File: config.mk
export PLATFORM = sky130hd
export DESIGN_NAME = hack_decoder_seq
export DESIGN_NICKNAME = d
export VERILOG_FILES = /design/src/rtl/hack_decoder_seq_pkg.sv /design/src/rtl/hack_onehot.sv /design/src/rtl/hack_decoder_seq.sv
export SDC_FILE = /design/constraint.sdc
export NUM_CORES = 1
export LEC_CHECK = 0
export ABC_CLOCK_PERIOD_IN_PS = 2000
export CORE_MARGIN = 3
export CORE_UTILIZATION = 30
export CTS_CLUSTER_DIAMETER = 150
export CTS_CLUSTER_SIZE = 28
export DETAILED_ROUTE_END_ITERATION = 8
export GPL_ROUTABILITY_DRIVEN = 1
export PLACE_DENSITY = 0.65
export SLEW_MARGIN = 20
export SYNTH_ARGS = -nofsm -noshare
export SYNTH_HDL_FRONTEND = slang
export SYNTH_SLANG_ARGS = --single-unit
File: constraint.sdc
create_clock -name clk -period 2 [get_ports clk]
set_clock_uncertainty 0.15 [all_clocks]
set_input_delay 0.3 -clock clk [delete_from_list [all_inputs] [get_ports clk]]
set_output_delay 0.3 -clock clk [all_outputs]
set_load 0.01 [all_outputs]
File: src/rtl/hack_decoder_seq_pkg.sv
// Shared encodings for the Hack sequenced decoder: mode input values and FSM states.
package hack_decoder_seq_pkg;

    typedef enum logic [1:0] {
        MODE_OFF    = 2'b00,
        MODE_DIRECT = 2'b01,
        MODE_SCAN   = 2'b10,
        MODE_ONCE   = 2'b11
    } mode_e;

    typedef enum logic [1:0] {
        ST_IDLE   = 2'b00,
        ST_DIRECT = 2'b01,
        ST_SCAN   = 2'b10,
        ST_DONE   = 2'b11
    } state_e;

endpackage

File: src/rtl/hack_onehot.sv
// Combinational MSB-first one-hot: index v lights onehot_o[2**SEL_W-1-v].
module hack_onehot #(
    parameter int SEL_W = 2
) (
    input  logic [SEL_W-1:0]      idx_i,
    output logic [(2**SEL_W)-1:0] onehot_o
);

    localparam int OUT_W = 2 ** SEL_W;

    always_comb begin
        onehot_o = '0;
        for (int i = 0; i < OUT_W; i++) begin
            onehot_o[OUT_W-1-i] = (idx_i == SEL_W'(i));
        end
    end

endmodule

File: src/rtl/hack_decoder_seq.sv
// Registered one-hot decoder with direct, continuous-scan and one-shot scan modes.
// Every output is a flop; the next output value is derived from the next state/index.
module hack_decoder_seq
    import hack_decoder_seq_pkg::*;
#(
    parameter int SEL_W   = 2,
    parameter int DWELL_W = 8
) (
    input  logic                  clk,
    input  logic                  rst_n,
    input  logic                  en,
    input  logic [1:0]            mode,
    input  logic [SEL_W-1:0]      sel,
    input  logic                  load,
    input  logic [DWELL_W-1:0]    dwell,
    output logic [(2**SEL_W)-1:0] out,
    output logic [SEL_W-1:0]      idx,
    output logic                  wrap,
    output logic                  busy,
    output logic [1:0]            state_dbg
);

    localparam int OUT_W = 2 ** SEL_W;
    localparam logic [SEL_W-1:0] IDX_LAST = {SEL_W{1'b1}};

    state_e             state_q, state_d;
    logic [SEL_W-1:0]   idx_q, idx_d;
    logic [DWELL_W-1:0] cnt_q, cnt_d;
    logic [OUT_W-1:0]   out_q, out_d;
    logic               wrap_q, wrap_d;
    logic               busy_q, busy_d;
    logic [OUT_W-1:0]   onehot_next;
    mode_e              mode_s;

    assign mode_s = mode_e'(mode);

    hack_onehot #(.SEL_W(SEL_W)) u_onehot (
        .idx_i    (idx_d),
        .onehot_o (onehot_next)
    );

    always_ff @(posedge clk or negedge rst_n) begin
        if (!rst_n) begin
            state_q <= ST_IDLE;
            idx_q   <= '0;
            cnt_q   <= '0;
            out_q   <= '0;
            wrap_q  <= 1'b0;
            busy_q  <= 1'b0;
        end else begin
            state_q <= state_d;
            idx_q   <= idx_d;
            cnt_q   <= cnt_d;
            out_q   <= out_d;
            wrap_q  <= wrap_d;
            busy_q  <= busy_d;
        end
    end

    // With en low everything holds and wrap_d stays 0.
    always_comb begin
        state_d = state_q;
        idx_d   = idx_q;
        cnt_d   = cnt_q;
        wrap_d  = 1'b0;
        if (en) begin
            case (state_q)
                ST_IDLE: begin
                    case (mode_s)
                        MODE_DIRECT: begin
                            state_d = ST_DIRECT;
                            idx_d   = sel;
                        end
                        MODE_SCAN, MODE_ONCE: begin
                            state_d = ST_SCAN;
                            idx_d   = sel;
                            cnt_d   = dwell;
                        end
                        default: ;
                    endcase
                end
                ST_DIRECT: begin
                    if (mode_s == MODE_OFF) begin
                        state_d = ST_IDLE;
                    end else begin
                        if (load) idx_d = sel;
                        if (mode_s == MODE_SCAN || mode_s == MODE_ONCE) begin
                            state_d = ST_SCAN;
                            cnt_d   = dwell;
                        end
                    end
                end
                ST_SCAN: begin
                    if (mode_s == MODE_OFF) begin
                        state_d = ST_IDLE;
                    end else if (mode_s == MODE_DIRECT) begin
                        state_d = ST_DIRECT;
                    end else if (load) begin
                        idx_d = sel;
                        cnt_d = dwell;
                    end else if (cnt_q != '0) begin
                        cnt_d = cnt_q - DWELL_W'(1);
                    end else begin
                        // Step: dwell is sampled here, so mid-step dwell changes wait for the next position.
                        cnt_d = dwell;
                        if (idx_q == IDX_LAST) begin
                            wrap_d = 1'b1;
                            idx_d  = '0;
                            if (mode_s == MODE_ONCE) state_d = ST_DONE;
                        end else begin
                            idx_d = idx_q + SEL_W'(1);
                        end
                    end
                end
                ST_DONE: begin
                    case (mode_s)
                        MODE_OFF: state_d = ST_IDLE;
                        MODE_DIRECT: begin
                            state_d = ST_DIRECT;
                            idx_d   = sel;
                        end
                        default: ;
                    endcase
                end
                default: state_d = ST_IDLE;
            endcase
        end
    end

    always_comb begin
        out_d  = '0;
        busy_d = (state_d == ST_SCAN);
        if (state_d == ST_DIRECT || state_d == ST_SCAN) out_d = onehot_next;
    end

    assign out       = out_q;
    assign idx       = idx_q;
    assign wrap      = wrap_q;
    assign busy      = busy_q;
    assign state_dbg = state_q;

endmodule

==> qor.csv, run 1 <==
stage;metric;value;unit
status;status;finished with violations;
status;failing checks;negative setup slack;
clocking;CTS sink count;18;
die;IO Count;26;
clocking;clk_lat worst skew;250;ps
grt;vias in the first global route;1270;
routing;Iteration-0 DRC Markers;102;
timing;Worst Tran Pin Value;484.6;ps
cells_and_area;Reg area;451.7;um^2
synth;top cells by count, synth;dfrtp_1 (18), nand2_1 (11), a21oi_1 (10), nor2_1 (10), o21ai_0 (9);
timing;Slew HR;0.6735;
synth;synth top area cells;dfrtp_1 (40%), a21oi_1 (4.4%), ha_1 (4.4%);
routing;1st-pass router iterations;4;
synth;post-synth top area share;0.3996;
grt;gr usage total;0.1576;
synth;number of synthesized flops with an enable pin;0;
routing;DRC;0;
clocking;CTS H-Tree Depth;1;
die;Starting Density;0.3250;
setup_path;Critical Path Max Stage Delay;430;ps
setup_path;crit path cell chain;nor4_4 > buf_4 > a311o_2 > o21ai_2 > a2111o_1 > and3b_1;
setup_path;cells on worst reg2reg path;6;
grt;grt total ovfl;0;
die;Core Rows;21;
cells_and_area;area of the multi-input gates;695.7;um^2
synth;post-synth top area cell;dfrtp_1;
placement;DP HPWL;2409;um
job;max cap viols;0;
clocking;CTS tree;done;
routing;max layer used;met4;
synth;Post-Syn Area;1127;um^2
timing;Slew Limit Fails;0;
setup_path;highest-delay cell along the critical path;a2111o_1;
setup_path;required time of the critical path;1990;ps
cells_and_area;Finished Cell Area;1789;um^2
clocking;CTS Root Cell;clkbuf_8;
power;Pwr per Cell Area;736.5;nW/um^2
timing;min Tclk post-route;2015;ps
timing;Fin. Hold Viols;0;
routing;Wirelength per Cell;14.16;um
placement;port bufs;25;
setup_path;startpoint types;register;
synth;Post-Syn Area per Cell;8.807;um^2
setup_path;critical path startpoint;cnt_q[4];
placement;DP Worst Slack;-364.5;ps
synth;Cell variety after synth;40;
clocking;Reg clk slew, reported paths;70;ps
routing;routed wire length;3256;um
clocking;total CTS buffers;3;
synth;count leader, synth;dfrtp_1;
routing;vias per cell;5.352;
setup_path;worst-path maximum fanout;5;
grt;antenna violations before repair;0;
routing;Post-DRT Antenna Nets;0;
grt;pin count of the biggest net entering global routing;19;
timing;Worst Setup Slack, final;-15.31;ps
placement;gpl congestion;0.8793;
timing;Final setup viols;1;
timing;fin crit share;1.008;
routing;routed length on met1;1480;um
synth;Top FF cell, synth;dfrtp_1;
placement;Placed Area;1618;um^2
synth;flops & latches, synth;18;
clocking;hold_buf cts;0;
clocking;maximum clock path buffer count;2;
routing;met3 wire length;86;um
setup_path;cell family with most CP delay;compound AO/OA/AOI/OAI gates;
synth;synth warn;0;
synth;Cells after Synth;128;
setup_path;Reg2Reg Capture Point;out[0];
synth;async set or reset register ratio after synthesis;1.000;
cells_and_area;Area Overhead vs Synth;58.71;%
die;Chip Height;67.30;um
die;die area;4529;um^2
setup_path;R2R setup slack;-20;ps
timing;fmax;0.4962;GHz
setup_path;Setup CP Type;reg2reg;
cells_and_area;# nets final;205;
setup_path;CP arrival;2010;ps
power;VDD IR max;241.0;uV
grt;global-route wire length before repair;5513;um
timing;WHS;226.1;ps
synth;Net Count, Synth;148;
cells_and_area;Layout fillers;322;
setup_path;Critical R2R Launch;cnt_q[4];
die;die width;67.30;um
setup_path;Worst Path Buf+Inv;1;
die;Placeable Area;3468;um^2
setup_path;Crit. End Element;register;
power;overall power;0.001318;W
worst_hold_path;Worst Hold Class;in2async;
cells_and_area;layout cells sized above 1;0.2989;
timing;RSZ-0062 raised after global routing;true;
routing;vias post-DR;1231;
routing;DR WL met2;1596;um
cells_and_area;diodes inserted;0;
synth;post-synthesis sequential area ratio;0.3996;
power;Leakage;0.7753;nW
timing;TNS Setup;-15.31;ps
==> metal layers <==
metal,track usage,vias up
met5,0,-
met4,0.06329,0
met3,0.01997,10
met2,0.2712,35
met1,0.1988,596
li1,-,590
==> power by group <==
group / switching [W] / internal [W]
registers: 0.0000477 / 0.000426
logic: 0.000252 / 0.000296
clock network: 0.000122 / 0.000175
==> metrics by stage <==
step,std cells,utilization
floorplan,128,-
global placement,220,0.4665
detailed placement,220,0.4665
CTS,228,0.5029
global route,230,0.5159
finish,230,0.5159
==> sequential cells by signal, summed over array words and instances (netlist names) <==
register and count:
out 4, state_dbg 2, busy 1, idx 2, cnt_q 8, wrap 1
==> worst max path at each step <==
stage                         to  slack (ps)  depth (start not counted)
final                     out[0]         -20                          6
after CTS                 out[0]           2                          6
after global routing      out[0]        -110                          6
after global placement    out[0]        -290                          6
after floorplan           out[0]           9                          7
after detailed placement  out[0]        -360                          6
==> repair_timing <==
item                       CTS  global route
pin swaps                    9             1
resized for setup            9             9
setup endpoints to repair    4            10
setup buffers                4             2
==> final cells by class <==
| class | instances | share of cell area |
|---|---|---|
| timing repair buffer | 59 | 0.2832 |
| tap | 46 | 0.03217 |
| clock buffer | 4 | 0.03077 |
| inverter | 6 | 0.01259 |
| multi-input combinational | 97 | 0.3888 |
| sequential | 18 | 0.2524 |
==> worst reg2reg max path: stages (launching register included) <==
cell and delay [ps]:
dfrtp_1 410, nor4_4 310, buf_4 160, a311o_2 180, o21ai_2 50, a2111o_1 430
and3b_1 220
==> cells in the final DEF (no fill, tap or decap), types with 2 or more instances in the layout <==
cell / n
buf_4: 34
clkdlybuf4s50_1: 23
dfrtp_1: 17
nor2_1: 10
nand2_1: 10
a21oi_1: 9
o21ai_0: 7
inv_1: 6
a31oi_1: 4
nand2b_1: 4
nor3_1: 4
clkbuf_8: 4
o22ai_1: 3
ha_1: 3
nor3b_1: 2
o21ai_1: 2
o22a_1: 2
or3_1: 2
o31a_1: 2
a32o_1: 2
and3_1: 2
nor3b_2: 2
o21a_1: 2
==> logic make-up after synthesis <==
group,count (synthesis),share of synthesized area
adders and majority gates,4,0.04440
and+or+nand+nor,47,0.2353
DFF,18,0.3996
AOI/OAI and AO/OA,46,0.2764
buffers and inverters,13,0.04439
Power figures use the tool's default switching activity.
==> run 2: changes to the inputs <==
Settings changed: SLEW_MARGIN 20 to default.
==> results of run 2 <==
Final layout, timing and power as in run 1 (identical DEF).
